## src/rtl/note_ascii_serializer_pkg.sv

```systemverilog
// Shared note codes, ASCII constants and FSM states for the note text serializer.
// FLAT_NOTATION_EN selects flat spelling of accidentals inside note_char_lut.
package note_text_pkg;

  localparam logic [3:0] NOTE_REST = 4'd0;
  localparam logic [3:0] NOTE_C    = 4'd1;
  localparam logic [3:0] NOTE_CS   = 4'd2;
  localparam logic [3:0] NOTE_D    = 4'd3;
  localparam logic [3:0] NOTE_DS   = 4'd4;
  localparam logic [3:0] NOTE_E    = 4'd5;
  localparam logic [3:0] NOTE_F    = 4'd6;
  localparam logic [3:0] NOTE_FS   = 4'd7;
  localparam logic [3:0] NOTE_G    = 4'd8;
  localparam logic [3:0] NOTE_GS   = 4'd9;
  localparam logic [3:0] NOTE_A    = 4'd10;
  localparam logic [3:0] NOTE_AS   = 4'd11;
  localparam logic [3:0] NOTE_B    = 4'd12;

  localparam logic [7:0] ASCII_SPACE   = 8'h20;
  localparam logic [7:0] ASCII_POUND   = 8'h23;
  localparam logic [7:0] ASCII_LOWER_B = 8'h62;
  localparam logic [7:0] ASCII_QMARK   = 8'h3F;
  localparam logic [7:0] ASCII_ZERO    = 8'h30;
  localparam logic [7:0] ASCII_A       = 8'h41;
  localparam logic [7:0] ASCII_B       = 8'h42;
  localparam logic [7:0] ASCII_C       = 8'h43;
  localparam logic [7:0] ASCII_D       = 8'h44;
  localparam logic [7:0] ASCII_E       = 8'h45;
  localparam logic [7:0] ASCII_F       = 8'h46;
  localparam logic [7:0] ASCII_G       = 8'h47;

  // Byte position within a channel; POS_SEP is the separator slot.
  localparam logic [1:0] POS_LETTER = 2'd0;
  localparam logic [1:0] POS_ACC    = 2'd1;
  localparam logic [1:0] POS_DIGIT  = 2'd2;
  localparam logic [1:0] POS_SEP    = 2'd3;

  typedef enum logic {IDLE, EMIT} state_t;

endpackage

```

## src/rtl/note_ascii_serializer_if.sv

```systemverilog
// Byte stream (valid/ready/last) from the serializer to a text sink.
interface note_ascii_serializer_if;
  logic [7:0] char_out;
  logic       char_valid;
  logic       char_ready;
  logic       char_last;

  modport master (output char_out, output char_valid, output char_last, input char_ready);
  modport slave  (input char_out, input char_valid, input char_last, output char_ready);
endinterface

```

## src/rtl/note_ascii_serializer_char_lut.sv

```systemverilog
// Combinational map from (note code, octave, byte position) to one ASCII byte.
// FLAT_NOTATION_EN renders accidentals as flats of the next letter up.
module note_char_lut
  import note_text_pkg::*;
#(
  parameter int OCT_W = 3
) (
  input  logic [3:0]       i_code,
  input  logic [OCT_W-1:0] i_octave,
  input  logic [1:0]       i_pos,
  output logic [7:0]       o_byte
);

  logic [7:0] w_letter;
  logic [7:0] w_acc;
  logic [7:0] w_digit;
  logic       w_rest;

  always_comb begin
    w_letter = ASCII_SPACE;
    w_acc    = ASCII_SPACE;
    w_rest   = 1'b0;
    case (i_code)
      NOTE_C:  w_letter = ASCII_C;
      NOTE_D:  w_letter = ASCII_D;
      NOTE_E:  w_letter = ASCII_E;
      NOTE_F:  w_letter = ASCII_F;
      NOTE_G:  w_letter = ASCII_G;
      NOTE_A:  w_letter = ASCII_A;
      NOTE_B:  w_letter = ASCII_B;
`ifdef FLAT_NOTATION_EN
      NOTE_CS: begin w_letter = ASCII_D; w_acc = ASCII_LOWER_B; end
      NOTE_DS: begin w_letter = ASCII_E; w_acc = ASCII_LOWER_B; end
      NOTE_FS: begin w_letter = ASCII_G; w_acc = ASCII_LOWER_B; end
      NOTE_GS: begin w_letter = ASCII_A; w_acc = ASCII_LOWER_B; end
      NOTE_AS: begin w_letter = ASCII_B; w_acc = ASCII_LOWER_B; end
`else
      NOTE_CS: begin w_letter = ASCII_C; w_acc = ASCII_POUND; end
      NOTE_DS: begin w_letter = ASCII_D; w_acc = ASCII_POUND; end
      NOTE_FS: begin w_letter = ASCII_F; w_acc = ASCII_POUND; end
      NOTE_GS: begin w_letter = ASCII_G; w_acc = ASCII_POUND; end
      NOTE_AS: begin w_letter = ASCII_A; w_acc = ASCII_POUND; end
`endif
      NOTE_REST: w_rest = 1'b1;
      default:   w_rest = 1'b1;
    endcase
  end

  // Octaves above 9 have no single digit, so they print as '?'.
  assign w_digit = (int'(i_octave) > 9) ? ASCII_QMARK : (ASCII_ZERO + 8'(i_octave));

  always_comb begin
    o_byte = ASCII_SPACE;
    if (!w_rest) begin
      case (i_pos)
        POS_LETTER: o_byte = w_letter;
        POS_ACC:    o_byte = w_acc;
        POS_DIGIT:  o_byte = w_digit;
        default:    o_byte = ASCII_SPACE;
      endcase
    end
  end

endmodule

```

## src/rtl/note_ascii_serializer.sv

```systemverilog
// Snapshots NUM_CHANNELS notes/octaves on start and streams them as ASCII text.
// Build option FLAT_NOTATION_EN (see note_char_lut) switches to flat spelling.
module note_ascii_serializer
  import note_text_pkg::*;
#(
  parameter int         NUM_CHANNELS = 4,
  parameter int         OCT_W        = 3,
  parameter logic [7:0] SEP_CHAR     = 8'h7C
) (
  input  logic                          clk,
  input  logic                          reset,
  input  logic                          i_start,
  input  logic [4*NUM_CHANNELS-1:0]     i_notes,
  input  logic [OCT_W*NUM_CHANNELS-1:0] i_octaves,
  output logic                          o_busy,
  note_ascii_serializer_if.master       char_if
);

  localparam int CHAN_W = (NUM_CHANNELS > 1) ? $clog2(NUM_CHANNELS) : 1;
  localparam logic [CHAN_W-1:0] LAST_CHAN = CHAN_W'(NUM_CHANNELS - 1);

  state_t                        r_state, w_state_next;
  logic [CHAN_W-1:0]             r_chan_idx, w_chan_next;
  logic [1:0]                    r_pos_idx, w_pos_next;
  logic [4*NUM_CHANNELS-1:0]     r_notes;
  logic [OCT_W*NUM_CHANNELS-1:0] r_octaves;
  logic                          w_load;

  logic [3:0]       w_codes [NUM_CHANNELS];
  logic [OCT_W-1:0] w_octs  [NUM_CHANNELS];
  logic [7:0]       w_lut_byte;
  logic             w_valid;
  logic             w_last;
  logic             w_accept;

  generate
    for (genvar gi = 0; gi < NUM_CHANNELS; gi++) begin : g_chan
      assign w_codes[gi] = r_notes[4*gi +: 4];
      assign w_octs[gi]  = r_octaves[OCT_W*gi +: OCT_W];
    end
  endgenerate

  note_char_lut #(.OCT_W(OCT_W)) u_lut (
    .i_code   (w_codes[r_chan_idx]),
    .i_octave (w_octs[r_chan_idx]),
    .i_pos    (r_pos_idx),
    .o_byte   (w_lut_byte)
  );

  // All outputs decode from registers, so reset clears them without waiting for a clock.
  assign w_valid  = (r_state == EMIT);
  assign w_last   = w_valid && (r_chan_idx == LAST_CHAN) && (r_pos_idx == POS_DIGIT);
  assign w_accept = w_valid && char_if.char_ready;

  assign o_busy             = w_valid;
  assign char_if.char_valid = w_valid;
  assign char_if.char_last  = w_last;
  assign char_if.char_out   = !w_valid ? ASCII_SPACE :
                              (r_pos_idx == POS_SEP) ? SEP_CHAR : w_lut_byte;

  always_comb begin
    w_state_next = r_state;
    w_chan_next  = r_chan_idx;
    w_pos_next   = r_pos_idx;
    w_load       = 1'b0;
    case (r_state)
      IDLE: begin
        if (i_start) begin
          w_state_next = EMIT;
          w_chan_next  = '0;
          w_pos_next   = POS_LETTER;
          w_load       = 1'b1;
        end
      end
      EMIT: begin
        if (w_accept) begin
          if (w_last) begin
            w_state_next = IDLE;
            w_chan_next  = '0;
            w_pos_next   = POS_LETTER;
          end else if (r_pos_idx == POS_SEP) begin
            w_chan_next = r_chan_idx + CHAN_W'(1);
            w_pos_next  = POS_LETTER;
          end else begin
            w_pos_next = r_pos_idx + 2'd1;
          end
        end
      end
      default: w_state_next = IDLE;
    endcase
  end

  always_ff @(posedge clk or posedge reset) begin
    if (reset) begin
      r_state    <= IDLE;
      r_chan_idx <= '0;
      r_pos_idx  <= '0;
      r_notes    <= '0;
      r_octaves  <= '0;
    end else begin
      r_state    <= w_state_next;
      r_chan_idx <= w_chan_next;
      r_pos_idx  <= w_pos_next;
      if (w_load) begin
        r_notes   <= i_notes;
        r_octaves <= i_octaves;
      end
    end
  end

endmodule

```

## src/flat_wrapper.sv

```systemverilog
// flat-port wrapper written by rule: the top's interface ports become plain ports
module note_ascii_serializer_flat import note_text_pkg::*;
#(
  parameter int         NUM_CHANNELS = 4,
  parameter int         OCT_W        = 3,
  parameter logic [7:0] SEP_CHAR     = 8'h7C
)
  (clk, reset, i_start, i_notes, i_octaves, o_busy, char_if_char_out, char_if_char_valid, char_if_char_last, char_if_char_ready);
  note_ascii_serializer_if char_if_i ();
  input  logic clk;
  input  logic reset;
  input  logic i_start;
  input  logic [4*NUM_CHANNELS-1:0] i_notes;
  input  logic [OCT_W*NUM_CHANNELS-1:0] i_octaves;
  output logic o_busy;
  output wire logic [$bits(char_if_i.char_out)-1:0] char_if_char_out;
  output wire logic [$bits(char_if_i.char_valid)-1:0] char_if_char_valid;
  output wire logic [$bits(char_if_i.char_last)-1:0] char_if_char_last;
  input wire logic [$bits(char_if_i.char_ready)-1:0] char_if_char_ready;
  assign char_if_char_out = char_if_i.char_out;
  assign char_if_char_valid = char_if_i.char_valid;
  assign char_if_char_last = char_if_i.char_last;
  assign char_if_i.char_ready = char_if_char_ready;
  note_ascii_serializer #(.NUM_CHANNELS(NUM_CHANNELS), .OCT_W(OCT_W), .SEP_CHAR(SEP_CHAR)) u_core (.clk(clk), .reset(reset), .i_start(i_start), .i_notes(i_notes), .i_octaves(i_octaves), .o_busy(o_busy), .char_if(char_if_i));
endmodule
```

## config.mk

```make
export PLATFORM = sky130hd
export DESIGN_NAME = note_ascii_serializer_flat
export DESIGN_NICKNAME = d
export VERILOG_FILES = /design/src/rtl/note_ascii_serializer_pkg.sv /design/src/rtl/note_ascii_serializer_if.sv /design/src/rtl/note_ascii_serializer_char_lut.sv /design/src/rtl/note_ascii_serializer.sv /design/src/flat_wrapper.sv
export SDC_FILE = /design/constraint.sdc
export NUM_CORES = 1
export LEC_CHECK = 0
export CAP_MARGIN = 0
export CORE_MARGIN = 2
export CORE_UTILIZATION = 49
export DETAILED_ROUTE_END_ITERATION = 8
export HOLD_SLACK_MARGIN = 0.05
export PLACE_DENSITY = 0.82
export SLEW_MARGIN = 40
export SYNTH_ARGS = -nofsm -noshare
export SYNTH_HDL_FRONTEND = slang
export SYNTH_SLANG_ARGS = --single-unit
export TNS_END_PERCENT = 1
```

## constraint.sdc

```tcl
create_clock -name clk -period 2.74 [get_ports clk]
set_input_delay 0.548 -clock clk [delete_from_list [all_inputs] [get_ports clk]]
set_output_delay 0.548 -clock clk [all_outputs]
set_load 0.05 [all_outputs]
```

==> key figures, run 1 <==
STA
  – Skew final: 4.07 ps
  – Final setup vio count: 6
  – Fin crit period: 2890 ps
  – Tightest Pin Transition: 501 ps
  – Endpoints failing hold: 0
  – Max Slew Vio Count: 0
  – Final worst-path cycle share: 105%
  – Maximum clock frequency: 346 MHz
  – Total negative slack: -728 ps
  – Max_slew headroom: 66.5%
  – RSZ-0062 raised after global routing: true
  – Fin worst setup slack: -150 ps

Global route
  – Largest net degree at the start of global routing: 34
  – Number of global-route vias before repair: 1,405
  – Antenna violations before repair: 0
  – Total gr overflow: 0
  – First-pass GRT wire length: 6580 um
  – Tot GR Track Use: 21.1%

Finish
  – # fillers: 258
  – Area Overhead vs Synth: 34.1%
  – Diodes inserted: 0
  – Most frequent cells in the layout: 34 x clkdlybuf4s50_1, 32 x dfrtp_1, 28 x mux2_2
  – Commonest non-fill, non-tap cell in the layout: clkdlybuf4s50_1
  – Final Non-Filler Cells: 234
  – Layout cells sized above 1: 34.0%
  – Final nets: 225

Setup path
  – Critical Path RT: 2190 ps
  – Worst Setup Start Kind: register
  – R2R Path End: u_core.r_chan_idx[0]
  – Flop2flop setup slack: 810 ps
  – Type of the worst setup path: reg2out
  – Crit path DAT: 2340 ps
  – Reg2reg start: u_core.r_pos_idx[0]
  – R2r worst-path depth: 8
  – Critical path endpoint category: output port
  – CP max FO: 8

CTS
  – Root buf cell: clkbuf_4
  – CTS Buf Count: 5
  – # H-tree levels: 2
  – Clock Latency Late Sink: 330 ps
  – CTS tree: done
  – Clk sinks: 33
  – Clk slew on worst S/H paths: 100 ps
  – Cts hold-fix bufs: 0
  – Clock Path Buffers: 2

Synth
  – Post-Syn Instances: 143
  – Register area share after synthesis: 46.2%
  – Yosys reg bits: 33
  – Yosys warns: 0
  – Avg Cell Area, Syn: 12.5 um^2
  – Mapped cell area: 1790 um^2
  – Cell variety after synth: 40
  – Syn nets: 180

Placement
  – Placed Cells: 225
  – Detail Placement HPWL: 2920 um
  – Gpl congestion: 0.868
  – IO Port Bufs: 41

Power
  – Reg power frac: 25.5%
  – Pleak: 0.00102 uW
  – Net Switching: 1490 uW
  – Clock power frac: 8.4%
  – Pwr Density: 1450 nW/um^2
  – Logic gate share of total power: 66.1%
  – Sw frac: 42.9%
  – Int Power: 1980 uW
  – Peak VDD IR: 0.495 mV

Routing
  – Total routed wirelength: 3880 um
  – Routed wire per std cell: 16.6 um
  – Via count: 1,310
  – Vias per std cell: 5.60
  – DR pass1 iterations: 4
  – DRC: 0
  – DR iter-0 viols: 47
  – Remaining antenna violation count: 0

Worst hold path
  – Hold Path Class: reg2reg
  – Hold endpoint: u_core.r_octaves[8]
  – Hold path start: u_core.r_octaves[8]
  – Hold Path Depth: 1

Run status
  – Status: finished, violations left
  – Failing checks: setup timing

Floorplan
  – Core Area: 3420 um^2
  – Die ar.: 4150 um^2
  – Die height: 64.4 um
  – FP Rows: 21
  – IO Pins: 43
  – Initial Utilization: 52.3%
  – Die width: 64.4 um

Run
  – MaxCap Viol Count: 0
==> power groups by stage <==
stage | Sequential [uW] | Combinational, uW | Clock (uW)
2_1_floorplan | 810 | 1420 | 0
3_3_place_gp | 875 | 2070 | 0
3_5_place_dp | 898 | 2140 | 0
4_1_cts | 889 | 2240 | 290
5_1_grt | 920 | 2430 | 315
6_report | 888 | 2300 | 291
==> final cells by class <==
class                   instances  area (um^2)  area share (%)
multi-input cells              95          922            38.5
well taps                      46         57.6            2.40
inverters                       7         26.3            1.10
repair buffers                 46          505            21.1
flip-flops and latches         33          827            34.5
clock buffers                   6         51.3            2.14
clock inverters                 1         7.51           0.313
==> metrics by stage <==
| step | utilization, % | setup slack, ps | hold slack (ps) | total power, uW | area [um^2] |
|---|---|---|---|---|---|
| 2_1_floorplan | - | -105 | 472 | 2230 | 1790 |
| 3_3_place_gp | 67.0 | 155 | 482 | 2950 | 2290 |
| 3_5_place_dp | 67.0 | 73.6 | 492 | 3030 | 2290 |
| 4_1_cts | 69.7 | -179 | 515 | 3420 | 2380 |
| 5_1_grt | 70.2 | -265 | 549 | 3660 | 2400 |
| 6_report | 70.2 | -150 | 512 | 3480 | 2400 |
==> logic make-up after synthesis <==
group | count (synthesis) | synth area share (%)
flip-flops | 33 | 46.2
AND/OR/NAND/NOR | 28 | 8.82
adder cells (fa/ha/maj) | 5 | 3.50
buffers and inverters | 15 | 4.55
multiplexers | 35 | 27.1
AO/OA/AOI/OAI | 25 | 9.17
XOR/XNOR | 1 | 0.490
other | 1 | 0.210
==> flip-flops by register name (all words and copies together) (netlist names) <==
register / flops
u_core.r_pos_idx: 2
u_core.r_chan_idx: 2
u_core.r_notes: 16
u_core.r_octaves: 12
u_core.char_if.char_valid: 1
==> metal layers <==
metal / global-route usage (%) / part of all wire, % / vias to the layer above
li1: - / - / 609
met1: 23.0 / 38 / 644
met2: 38.8 / 55 / 44
met3: 4.75 / 4.8 / 13
met4: 9.04 / 2.7 / 0
met5: 0 / 0 / -
==> Yosys cell counts <==
master	instances	share of area, %
nand3_1	5	1.4
nor4_1	1	0.35
and2_1	1	0.35
o21ai_1	2	0.56
a21oi_1	6	1.7
o31ai_1	1	0.42
nor3b_1	1	0.42
nand2b_1	3	1.0
buf_6	1	0.63
nand3b_1	1	0.42
a211oi_1	1	0.42
o311ai_0	1	0.49
a21oi_2	1	0.49
buf_4	2	0.84
o22ai_1	1	0.35
nand4b_1	1	0.49
mux4_1	3	4.4
o31a_1	2	0.98
nand2_2	1	0.35
o21a_1	1	0.42
mux2_2	28	18
a22o_2	1	0.56
conb_1	1	0.21
dfrtp_1	33	46
a221oi_1	1	0.49
clkbuf_8	1	0.77
xnor2_1	1	0.49
nor2_1	2	0.42
mux4_2	4	5.0
inv_1	7	1.5
and2b_1	1	0.42
o21bai_1	1	0.42
ha_1	5	3.5
o21ai_0	5	1.4
nand2_1	5	1.0
nor2b_1	4	1.4
or2_1	1	0.35
and3_1	1	0.35
clkbuf_1	4	0.84
a21o_2	1	0.49
==> critical path: stages, from the launching register on <==
cell     delay (ps)
dfrtp_2         450
mux4_2          620
nor4_2          450
a21oi_4          80
a21oi_1         170
nor2b_1          90
buf_12          150
==> what timing repair did <==
action,4_1_cts,5_1_grt
buffers inserted,2,0
hold endpoints to repair,0,0
pin swaps,3,1
setup endpoints to repair,6,6
gates resized for setup,5,4
==> how the worst max path moves through the flow <==
stage,cells past startpoint,slack [ps],end,from
after CTS,6,-180,char_if_char_out[5],u_core.r_chan_idx[0]
after floorplan,6,-110,char_if_char_out[2],u_core.r_chan_idx[0]
after global routing,6,-260,char_if_char_out[6],u_core.r_chan_idx[0]
after global placement,6,160,char_if_char_out[5],u_core.r_chan_idx[0]
after detailed placement,6,70,char_if_char_out[6],u_core.r_chan_idx[0]
final,6,-150,char_if_char_out[6],u_core.r_chan_idx[0]
Note: power is estimated with default switching activity, not from simulation.
==> run 2, diff against run 1 <==
--- a/config.mk
+++ b/config.mk
@@ -7,10 +7,10 @@
 export LEC_CHECK = 0
 export CAP_MARGIN = 0
 export CORE_MARGIN = 2
-export CORE_UTILIZATION = 49
+export CORE_UTILIZATION = 53
 export DETAILED_ROUTE_END_ITERATION = 8
-export HOLD_SLACK_MARGIN = 0.05
-export PLACE_DENSITY = 0.82
+export PLACE_DENSITY = 0.88
+export SKIP_CTS_REPAIR_TIMING = 1
 export SLEW_MARGIN = 40
 export SYNTH_ARGS = -nofsm -noshare
 export SYNTH_HDL_FRONTEND = slang
==> constraint.sdc (replaced) <==
create_clock -name clk -period 3.7 [get_ports clk]
set_input_delay 0.74 -clock clk [delete_from_list [all_inputs] [get_ports clk]]
set_output_delay 0.74 -clock clk [all_outputs]
set_load 0.05 [all_outputs]
==> run 2 against run 1 <==
Net effect:
- the flow now finishes without violations
- routed wire length down 8.7%
- final cell count down 0.85%
- global-route usage up 1.4 points
- flip-flop and latch count unchanged
- largest power group unchanged
==> key figures, run 2 (synthesized netlist as in run 1, its figures left out) <==
STA
  – Hold slack: 514 ps (was 512 ps)
  – Max_slew headroom: 65.5% (was 66.5%)
  – Final worst-path cycle share: 91.0%
  – RSZ-0062 raised after global routing: false (was true)
  – Tightest Pin Transition: 516 ps (was 501 ps)
  – Skew final: 8.27 ps (was 4.07 ps)
  – Max Slew Vio Count: 0 (unchanged)
  – Final setup vio count: 0 (was 6)
  – Total negative slack: 0 ps (was -728 ps)
  – Endpoints failing hold: 0 (unchanged)
  – Fin crit period: 3370 ps
  – Maximum clock frequency: 297 MHz

Finish
  – Finished Cell Area: 2290 um^2 (was 2400 um^2)
  – Final Non-Filler Cells: 232 (was 234)
  – # fillers: 229 (was 258)
  – Final nets: 222 (was 225)
  – Most frequent cells in the layout: 35 x clkdlybuf4s50_1, 33 x dfrtp_1, 28 x mux2_2 (was 34 x clkdlybuf4s50_1, 32 x dfrtp_1, 28 x mux2_2)
  – Largest Register: u_core.r_notes (unchanged)
  – Diodes inserted: 0 (unchanged)
  – Commonest non-fill, non-tap cell in the layout: clkdlybuf4s50_1 (unchanged)
  – Area Overhead vs Synth: 28.2% (was 34.1%)
  – Largest register FFs: 16 (unchanged)
  – Layout cells sized above 1: 28.5% (was 34.0%)
  – Largest regs: u_core.r_notes (16), u_core.r_octaves (12) (unchanged)

Power
  – Peak VDD IR: 0.413 mV (was 0.495 mV)
  – Pleak: 0.000976 uW (was 0.00102 uW)
  – Pwr Density: 980 nW/um^2 (was 1450 nW/um^2)
  – Power after layout: 2250 uW (was 3480 uW)

Setup path
  – Worst Setup Start Kind: register (unchanged)
  – Critical path endpoint category: output port (unchanged)
  – Critical Path RT: 2960 ps (was 2190 ps)
  – Crit-path max cell delay: 680 ps (was 620 ps)
  – Crit-path slowest cell: mux4_2 (unchanged)
  – CP max FO: 11 (was 8)
  – Crit path DAT: 2630 ps (was 2340 ps)
  – Crit path cell chain: mux4_2 -> xnor2_1 -> o311ai_0 -> nand3_1 -> o21ai_1 -> buf_4 (was mux4_2 -> nor4_2 -> a21oi_4 -> a21oi_1 -> nor2b_1 -> buf_12)
  – Type of the worst setup path: reg2out (unchanged)

Floorplan
  – Die width: 62.1 um (was 64.4 um)
  – Die ar.: 3850 um^2 (was 4150 um^2)
  – Initial Utilization: 54.4% (was 52.3%)
  – FP Rows: 21 (unchanged)
  – Die height: 62.1 um (was 64.4 um)
  – IO Pins: 43 (unchanged)
  – Core Area: 3280 um^2 (was 3420 um^2)

CTS
  – Clk sinks: 33 (unchanged)
  – Root buf cell: clkbuf_4 (unchanged)
  – Clk slew on worst S/H paths: 100 ps (about the same)
  – CTS Buf Count: 5 (unchanged)
  – Clock Path Buffers: 2 (unchanged)
  – Clock Latency Late Sink: 350 ps (was 330 ps)
  – CTS tree: done (unchanged)
  – # H-tree levels: 2 (unchanged)

Run
  – MaxCap Viol Count: 0 (unchanged)

Routing
  – DR iter-0 viols: 55 (was 47)
  – Routed wire per std cell: 15.3 um (was 16.6 um)
  – Vias per std cell: 5.50 (was 5.60)
  – DRC: 0 (unchanged)
  – Via count: 1,277 (was 1,310)
  – Total routed wirelength: 3540 um (was 3880 um)
  – DR pass1 iterations: 4 (unchanged)
  – Remaining antenna violation count: 0 (unchanged)

Placement
  – Post-DP Area: 2200 um^2 (was 2290 um^2)
  – Detail Placement HPWL: 2690 um (was 2920 um)
  – Placed Cells: 224 (was 225)
  – Gpl congestion: 0.834 (was 0.868)
  – IO Port Bufs: 41 (unchanged)

Global route
  – Tot GR Track Use: 22.4% (was 21.1%)
  – First-pass GRT wire length: 6040 um (was 6580 um)
  – Largest net degree at the start of global routing: 34 (unchanged)
  – Antenna violations before repair: 0 (unchanged)
  – Total gr overflow: 0 (unchanged)
  – Number of global-route vias before repair: 1,285 (was 1,405)

Run status
  – Status: complete, no violations (was finished, violations left)

Worst hold path
  – Hold Path Class: reg2reg (unchanged)
## run 2: cell types whose count changed in the layout (fill, tap and decap cells not counted), sizes merged
cell	delta
clkdlybuf4s50	+1
buf	-4
bufinv	+1
## run 2: final timing paths
kind	slack [ps]	end	depth (start not counted)	from
hold / removal	510	u_core.r_octaves[3]	1	u_core.r_octaves[3]
setup reg to reg	1810	u_core.r_chan_idx[0]	7	u_core.r_chan_idx[0]
max in group asynchronous	2630	u_core.char_if.char_valid	3	reset
hold reg to reg	510	u_core.r_octaves[3]	1	u_core.r_octaves[3]
min in group asynchronous	780	u_core.r_notes[5]	3	reset
setup / recovery	330	char_if_char_out[1]	6	u_core.r_chan_idx[0]
## run 2: per-layer routing
layer | global-route usage (%) | vias up | wire length [um]
li1 | - | 601 | -
met1 | 28.3 | 631 | 1390
met2 | 36.3 | 40 | 1910
met3 | 7.25 | 5 | 199
met4 | 7.90 | 0 | 44
met5 | 0 | - | 0
## run 2: cell type report
cell class                      count  area (um^2)  share of cell area [%]
Inverter                            7         26.3                    1.15
Clock buffer                        6         51.3                    2.24
Timing Repair Buffer               43          410                    17.9
Clock inverter                      2         37.5                    1.64
Tap cell                           46         57.6                    2.51
Sequential cell                    33          826                    36.0
Multi-Input combinational cell     95          883                    38.5
## run 2: per-stage QoR
| step | worst slack [ps] | utilization, % |
|---|---|---|
| after floorplan | 659 | - |
| after global placement | 727 | 67.1 |
| after detailed placement | 689 | 67.1 |
| after CTS | 291 | 69.8 |
| after global routing | 112 | 69.8 |
| final | 332 | 69.8 |
## run 2: report_power, final
group          internal, uW  switching (uW)  leakage [uW]
Sequential              530             128      0.000400
Clock                   160             129     0.0000445
Combinational           567             731      0.000532
Total                  1260             988      0.000976
## run 2: critical path, delay by kind of cell, from the launching register on
family	cells	cell delay, ps
simple gates	1	140
mux	1	680
xor+xnor	1	160
buf+inv	1	220
flops	1	670
compound gates	2	420
